==> config.mk <==
export PLATFORM = sky130hd
export DESIGN_NAME = reaction_game_ctrl_flat
export DESIGN_NICKNAME = d
export VERILOG_FILES = /design/src/rtl/reaction_game_pkg.sv /design/src/rtl/reaction_game_if.sv /design/src/rtl/reaction_game_best_tracker.sv /design/src/rtl/reaction_game_ctrl.sv /design/src/flat_wrapper.sv
export SDC_FILE = /design/constraint.sdc
export NUM_CORES = 1
export LEC_CHECK = 0
export BUFFER_PORTS_ARGS = -buffer_cell sky130_fd_sc_hd__buf_2
export CAP_MARGIN = 20
export CORE_MARGIN = 3
export CORE_UTILIZATION = 30
export CTS_CLUSTER_DIAMETER = 200
export DETAILED_ROUTE_END_ITERATION = 12
export PLACE_DENSITY = 0.56
export RECOVER_POWER = 100
export SLEW_MARGIN = 30
export SYNTH_ARGS = -nofsm -noshare
export SYNTH_HDL_FRONTEND = slang
export SYNTH_SLANG_ARGS = --single-unit
==> constraint.sdc <==
create_clock -name clk -period 2.45 [get_ports clk]
set_input_delay 0.1225 -clock clk [delete_from_list [all_inputs] [get_ports clk]]
set_output_delay 0.1225 -clock clk [all_outputs]
set_load 0.02 [all_outputs]
==> src/rtl/reaction_game_pkg.sv <==
// reaction_game_pkg: shared state encoding and default timing constants for the reaction game.
package reaction_game_pkg;
    typedef enum logic [1:0] {IDLE, WAIT_DELAY, REACT, DONE} game_state_t;
    localparam int MIN_DELAY_MS_DEF = 1000;
    localparam int RAND_BITS_DEF = 11;
    localparam int TIMEOUT_MS_DEF = 1000;
    localparam int RESULT_W_DEF = 10;
endpackage

==> src/rtl/reaction_game_if.sv <==
// reaction_game_if: button/tick/LFSR inputs and display-side outputs of the game sequencer.
// REACTION_GAME_BEST_TIME_EN adds best_ms and new_best.
interface reaction_game_if import reaction_game_pkg::*; #(
    parameter int RAND_BITS = RAND_BITS_DEF,
    parameter int RESULT_W = RESULT_W_DEF
);
    logic start;
    logic react;
    logic ms_tick;
    logic [RAND_BITS-1:0] rand_val;
    logic cnt_en;
    logic cnt_reset;
    logic stim_led;
    logic busy;
    logic [RESULT_W-1:0] result_ms;
    logic result_valid;
    logic false_start;
    logic timeout;
`ifdef REACTION_GAME_BEST_TIME_EN
    logic [RESULT_W-1:0] best_ms;
    logic new_best;
`endif
    modport master (
        output start, react, ms_tick, rand_val,
        input cnt_en, cnt_reset, stim_led, busy, result_ms, result_valid, false_start, timeout
`ifdef REACTION_GAME_BEST_TIME_EN
        , input best_ms, new_best
`endif
    );
    modport slave (
        input start, react, ms_tick, rand_val,
        output cnt_en, cnt_reset, stim_led, busy, result_ms, result_valid, false_start, timeout
`ifdef REACTION_GAME_BEST_TIME_EN
        , output best_ms, new_best
`endif
    );
endinterface

==> src/rtl/reaction_game_best_tracker.sv <==
// reaction_game_best_tracker: holds the fastest clean reaction time since reset.
module reaction_game_best_tracker #(
    parameter int RESULT_W = 10
) (
    input  logic                clk,
    input  logic                reset,
    input  logic                upd,
    input  logic [RESULT_W-1:0] res,
    output logic [RESULT_W-1:0] best_ms,
    output logic                new_best
);
    logic better;
    assign better = upd && (res < best_ms);
    always_ff @(posedge clk) begin
        if (reset) begin
            best_ms <= '1;
            new_best <= 1'b0;
        end else begin
            new_best <= better;
            best_ms <= better ? res : best_ms;
        end
    end
endmodule

==> src/rtl/reaction_game_ctrl.sv <==
// reaction_game_ctrl: sequences delay, stimulus and reaction timing for the reaction game.
// REACTION_GAME_BEST_TIME_EN enables the best-time tracker and its ports.
module reaction_game_ctrl import reaction_game_pkg::*; #(
    parameter int MIN_DELAY_MS = MIN_DELAY_MS_DEF,
    parameter int RAND_BITS = RAND_BITS_DEF,
    parameter int TIMEOUT_MS = TIMEOUT_MS_DEF,
    parameter int RESULT_W = RESULT_W_DEF
) (
    input logic clk,
    input logic reset,
    reaction_game_if.slave bus
);
    localparam int DELAY_W = $clog2(MIN_DELAY_MS + 2**RAND_BITS);
    localparam logic [1:0] S_IDLE = 2'(IDLE);
    localparam logic [1:0] S_WAIT = 2'(WAIT_DELAY);
    localparam logic [1:0] S_REACT = 2'(REACT);
    localparam logic [1:0] S_DONE = 2'(DONE);
    logic [1:0] state, state_d;
    logic [DELAY_W-1:0] delay_cnt, delay_d;
    logic [RESULT_W-1:0] elapsed, elapsed_d, result_d;
    logic valid_d, fs_d, to_d, en_d, rst_d;
    always_comb begin
        state_d = state;
        delay_d = delay_cnt;
        elapsed_d = elapsed;
        result_d = bus.result_ms;
        fs_d = bus.false_start;
        to_d = bus.timeout;
        valid_d = 1'b0;
        unique case (state)
            S_WAIT: begin
                if (bus.react) begin
                    state_d = S_DONE;
                    fs_d = 1'b1;
                    result_d = '0;
                    valid_d = 1'b1;
                end else if (bus.ms_tick) begin
                    delay_d = delay_cnt - DELAY_W'(1);
                    state_d = (delay_cnt == DELAY_W'(1)) ? S_REACT : S_WAIT;
                    elapsed_d = '0;
                end
            end
            S_REACT: begin
                if (bus.react) begin
                    state_d = S_DONE;
                    result_d = elapsed;
                    valid_d = 1'b1;
                end else if (bus.ms_tick && elapsed == RESULT_W'(TIMEOUT_MS - 1)) begin
                    state_d = S_DONE;
                    to_d = 1'b1;
                    result_d = RESULT_W'(TIMEOUT_MS);
                    valid_d = 1'b1;
                end else if (bus.ms_tick) begin
                    elapsed_d = elapsed + RESULT_W'(1);
                end
            end
            default: begin
                if (bus.start) begin
                    state_d = S_WAIT;
                    delay_d = DELAY_W'(MIN_DELAY_MS) + DELAY_W'(bus.rand_val);
                    fs_d = 1'b0;
                    to_d = 1'b0;
                end
            end
        endcase
        en_d = (state_d == S_WAIT) || (state_d == S_REACT);
        // the tick counter is cleared on stimulus onset so ms phase starts at the LED edge
        rst_d = !en_d || (state == S_WAIT && state_d == S_REACT);
    end
    always_ff @(posedge clk) begin
        if (reset) begin
            state <= S_IDLE;
            delay_cnt <= '0;
            elapsed <= '0;
            bus.cnt_en <= 1'b0;
            bus.cnt_reset <= 1'b1;
            bus.stim_led <= 1'b0;
            bus.busy <= 1'b0;
            bus.result_ms <= '0;
            bus.result_valid <= 1'b0;
            bus.false_start <= 1'b0;
            bus.timeout <= 1'b0;
        end else begin
            state <= state_d;
            delay_cnt <= delay_d;
            elapsed <= elapsed_d;
            bus.cnt_en <= en_d;
            bus.cnt_reset <= rst_d;
            bus.stim_led <= state_d == S_REACT;
            bus.busy <= en_d;
            bus.result_ms <= result_d;
            bus.result_valid <= valid_d;
            bus.false_start <= fs_d;
            bus.timeout <= to_d;
        end
    end
`ifdef REACTION_GAME_BEST_TIME_EN
    reaction_game_best_tracker #(.RESULT_W(RESULT_W)) best (
        .clk(clk),
        .reset(reset),
        .upd(valid_d && !fs_d && !to_d),
        .res(result_d),
        .best_ms(bus.best_ms),
        .new_best(bus.new_best)
    );
`endif
endmodule

==> src/flat_wrapper.sv <==
// flat-port wrapper written by rule: the top's interface ports become plain ports
module reaction_game_ctrl_flat import reaction_game_pkg::*;
#(
    parameter int MIN_DELAY_MS = MIN_DELAY_MS_DEF,
    parameter int RAND_BITS = RAND_BITS_DEF,
    parameter int TIMEOUT_MS = TIMEOUT_MS_DEF,
    parameter int RESULT_W = RESULT_W_DEF
)
  (clk, reset, bus_start, bus_react, bus_ms_tick, bus_rand_val, bus_cnt_en, bus_cnt_reset, bus_stim_led, bus_busy, bus_result_ms, bus_result_valid, bus_false_start, bus_timeout);
  reaction_game_if #(.RAND_BITS(RAND_BITS), .RESULT_W(RESULT_W)) bus_i ();
  input logic clk;
  input logic reset;
  input wire logic [$bits(bus_i.start)-1:0] bus_start;
  input wire logic [$bits(bus_i.react)-1:0] bus_react;
  input wire logic [$bits(bus_i.ms_tick)-1:0] bus_ms_tick;
  input wire logic [$bits(bus_i.rand_val)-1:0] bus_rand_val;
  output wire logic [$bits(bus_i.cnt_en)-1:0] bus_cnt_en;
  output wire logic [$bits(bus_i.cnt_reset)-1:0] bus_cnt_reset;
  output wire logic [$bits(bus_i.stim_led)-1:0] bus_stim_led;
  output wire logic [$bits(bus_i.busy)-1:0] bus_busy;
  output wire logic [$bits(bus_i.result_ms)-1:0] bus_result_ms;
  output wire logic [$bits(bus_i.result_valid)-1:0] bus_result_valid;
  output wire logic [$bits(bus_i.false_start)-1:0] bus_false_start;
  output wire logic [$bits(bus_i.timeout)-1:0] bus_timeout;
  assign bus_i.start = bus_start;
  assign bus_i.react = bus_react;
  assign bus_i.ms_tick = bus_ms_tick;
  assign bus_i.rand_val = bus_rand_val;
  assign bus_cnt_en = bus_i.cnt_en;
  assign bus_cnt_reset = bus_i.cnt_reset;
  assign bus_stim_led = bus_i.stim_led;
  assign bus_busy = bus_i.busy;
  assign bus_result_ms = bus_i.result_ms;
  assign bus_result_valid = bus_i.result_valid;
  assign bus_false_start = bus_i.false_start;
  assign bus_timeout = bus_i.timeout;
  reaction_game_ctrl #(.MIN_DELAY_MS(MIN_DELAY_MS), .RAND_BITS(RAND_BITS), .TIMEOUT_MS(TIMEOUT_MS), .RESULT_W(RESULT_W)) u_core (.clk(clk), .reset(reset), .bus(bus_i));
endmodule
==> impl_results.md <==
* Status: finished, final reports clean
* Total I/O pin count at 33
* Synth warn at 0
* Final period util at 93.5%
* CP max FO at 5
* Fraction of registers with async set/reset at 0%
* Post-synth top cells: dfxtp_1 (40), a21oi_1 (32), o21ai_0 (29)
* Synth Cell Area at 2420 um2
* CTS tree: yes
* ANT cells at 0
* Leak at 0.000990 uW
* Clk buf depth at 2
* NetSw at 973 uW
* Share of layout cells above drive strength 1 at 13.4%
* First-pass GRT wire length at 10400 um
* Clock skew at 11.1 ps
* CORE AREA at 7770 um2
* Final setup viols at 0
* Pin count of the biggest net entering global routing at 28
* Root Buffer: clkbuf_8
* EDFF count, synth at 0
* Drt wl/cell at 14.6 um
* Post-Synthesis Net Count at 322
* Cts hold-fix bufs at 0
* Buffers on Ports at 32
* Top-count cell post-synth: dfxtp_1
* Worst ir drop on vdd at 0.336 mV
* Final-stage net count at 358
* Starting Density at 31.2%
* Critical Path RT at 2640 ps
* Int Power at 1480 uW
* Area leader, netlist: dfxtp_1
* RSZ-0062 raised after global routing: true
* DRC at 0
* Chip width at 95.8 um
* Main synth FF type: dfxtp_1
* Die Y at 95.8 um
* Reg power frac at 33.9%
* Via count at 2385
* Max Transition Viols Final at 0
* Distinct cells, synth at 59
* Fmax at 0.437 GHz
* HPWL after DPL at 4670 um
* Setup Buffers After CTS at 0
* Total CTS buffers at 5
* Initial antenna violation count at 0
* Post-layout power at 2450 uW
* Final ANT Viol Nets at 0
* Yosys top cell area share at 33.1%
* Hold/Removal Path Class: primary input to flop
* Final min period at 2290 ps
* DR pass1 iterations at 4
* Sink Count at 40
* # H-tree levels at 2
* Vias in the first global route at 2167
* Post-synthesis sequential area ratio at 33.1%
* # resized after CTS at 0
* Net Sw Frac at 39.7%
* Fin. Hold Viols at 0
* Yosys reg bits at 40
* Slew Limit Headroom at 59.2%
* Gpl congestion at 0.831
* Setup crit start kind: flop
* Comb power frac at 42.8%
* Tot GR Track Use at 14.3%
* PwrDens at 863 nW/um2
* Die area at 9180 um2
* Post-Synthesis Mean Instance Area at 8.12 um2
* GR Overflow Total at 0
* Clock share of power at 23.3%
* DR iter-0 viols at 124
* Total Routed Length at 6400 um
* CP Class: flop to flop
* Syn Inst Count at 298
* Crit end category: flop
* CP arrival at 2480 ps
* Row count at 32
* Via-per-instance ratio at 5.46
* Reg clk slew, reported paths at 90 ps
* Max Cap Viol at 0
* Dominant cells by area after synthesis: dfxtp_1 (33%), a21oi_1 (6.6%), o21ai_0 (6.0%), ha_1 (4.1%), or3_1 (2.6%)
* Setup TNS at 0 ps
* Worst-Margin Slew at 610 ps
* Area growth, synth to finish at 17.4%
* Clock Latency Late Sink at 300 ps
## critical path, cell delays in order, from the launching register on
cell     delay (ps)
dfxtp_1         410
inv_1            60
ha_1            200
or2_2           320
a211o_1         300
o32a_1          320
o21ai_0         100
ha_1            220
mux2i_1         180
nand2_1          60
## placed cells by master (no fill, tap or decap), types with 8 or more instances in the layout
master and count:
buf_4 13, nand2_1 11, nor2_1 16, a21oi_1 32, or3_1 10, buf_2 15, dfxtp_1 40, clkbuf_1 20
o21ai_0 29, ha_1 8, inv_1 13, nand3_1 8
## cells by family after synthesis
kind of cell / after synthesis / synth area share [%]
flops: 40 / 33.1
xor+xnor: 5 / 1.81
mux: 5 / 2.07
fa+ha+maj: 8 / 4.13
simple gates: 101 / 25.7
buf+inv: 33 / 5.48
compound gates: 106 / 27.8
## cell type report
type,instances,area [um2]
Fill cell,838,4930
Sequential cell,40,801
Inverter,13,48.8
Timing Repair Buffer,49,259
Tap cell,102,128
Clock buffer,5,68.8
Clock inverter,3,47.5
Multi-Input combinational cell,225,1490
## through the flow
stage / area [um2] / cells / util [%] / hold slack, ps / worst slack [ps]
floorplan: 2420 / 298 / - / 267 / 207
detailed placement: 2750 / 429 / 35.4 / 433 / 163
finish: 2840 / 437 / 36.6 / 130 / 160
global route: 2840 / 437 / 36.6 / 174 / -17.8
global placement: 2750 / 429 / 35.4 / 426 / 256
CTS: 2870 / 437 / 36.9 / 118 / 148
## routing by layer
metal	wire length (um)	global-route usage, %
met5	0	0
met4	159	6.04
met2	2760	21.6
met1	3240	20.0
met3	235	2.42
## sequential cells by signal, indices dropped and copies added (netlist names)
register and cells:
u_core.bus.cnt_en 1, u_core.bus.cnt_reset 1, u_core.bus.false_start 1, u_core.bus.result_ms 10, u_core.bus.result_valid 1, u_core.bus.stim_led 1
u_core.bus.timeout 1, u_core.delay_cnt 12, u_core.elapsed 10, u_core.state 2
## power by group through the flow
stage | registers, uW | logic, uW | clock network, uW
after floorplan | 857 | 745 | 0
after global placement | 842 | 1030 | 0
after detailed placement | 847 | 1050 | 0
after CTS | 832 | 1050 | 582
after global routing | 850 | 1190 | 605
final | 832 | 1050 | 570
## final timing paths
check / slack (ps) / cells past startpoint / endpoint / startpoint
min: 130 / 3 / u_core.delay_cnt[2]$_SDFFE_PP0P_ / bus_rand_val[2]
max reg2reg: 160 / 9 / u_core.bus.cnt_reset$_SDFF_PP1_ / u_core.state[0]$_SDFF_PP0_
max: 160 / 9 / u_core.bus.cnt_reset$_SDFF_PP1_ / u_core.state[0]$_SDFF_PP0_
min reg2reg: 470 / 2 / u_core.bus.timeout$_SDFFE_PP0P_ / u_core.bus.timeout$_SDFFE_PP0P_
No activity file was read; power rests on OpenSTA's default activity.
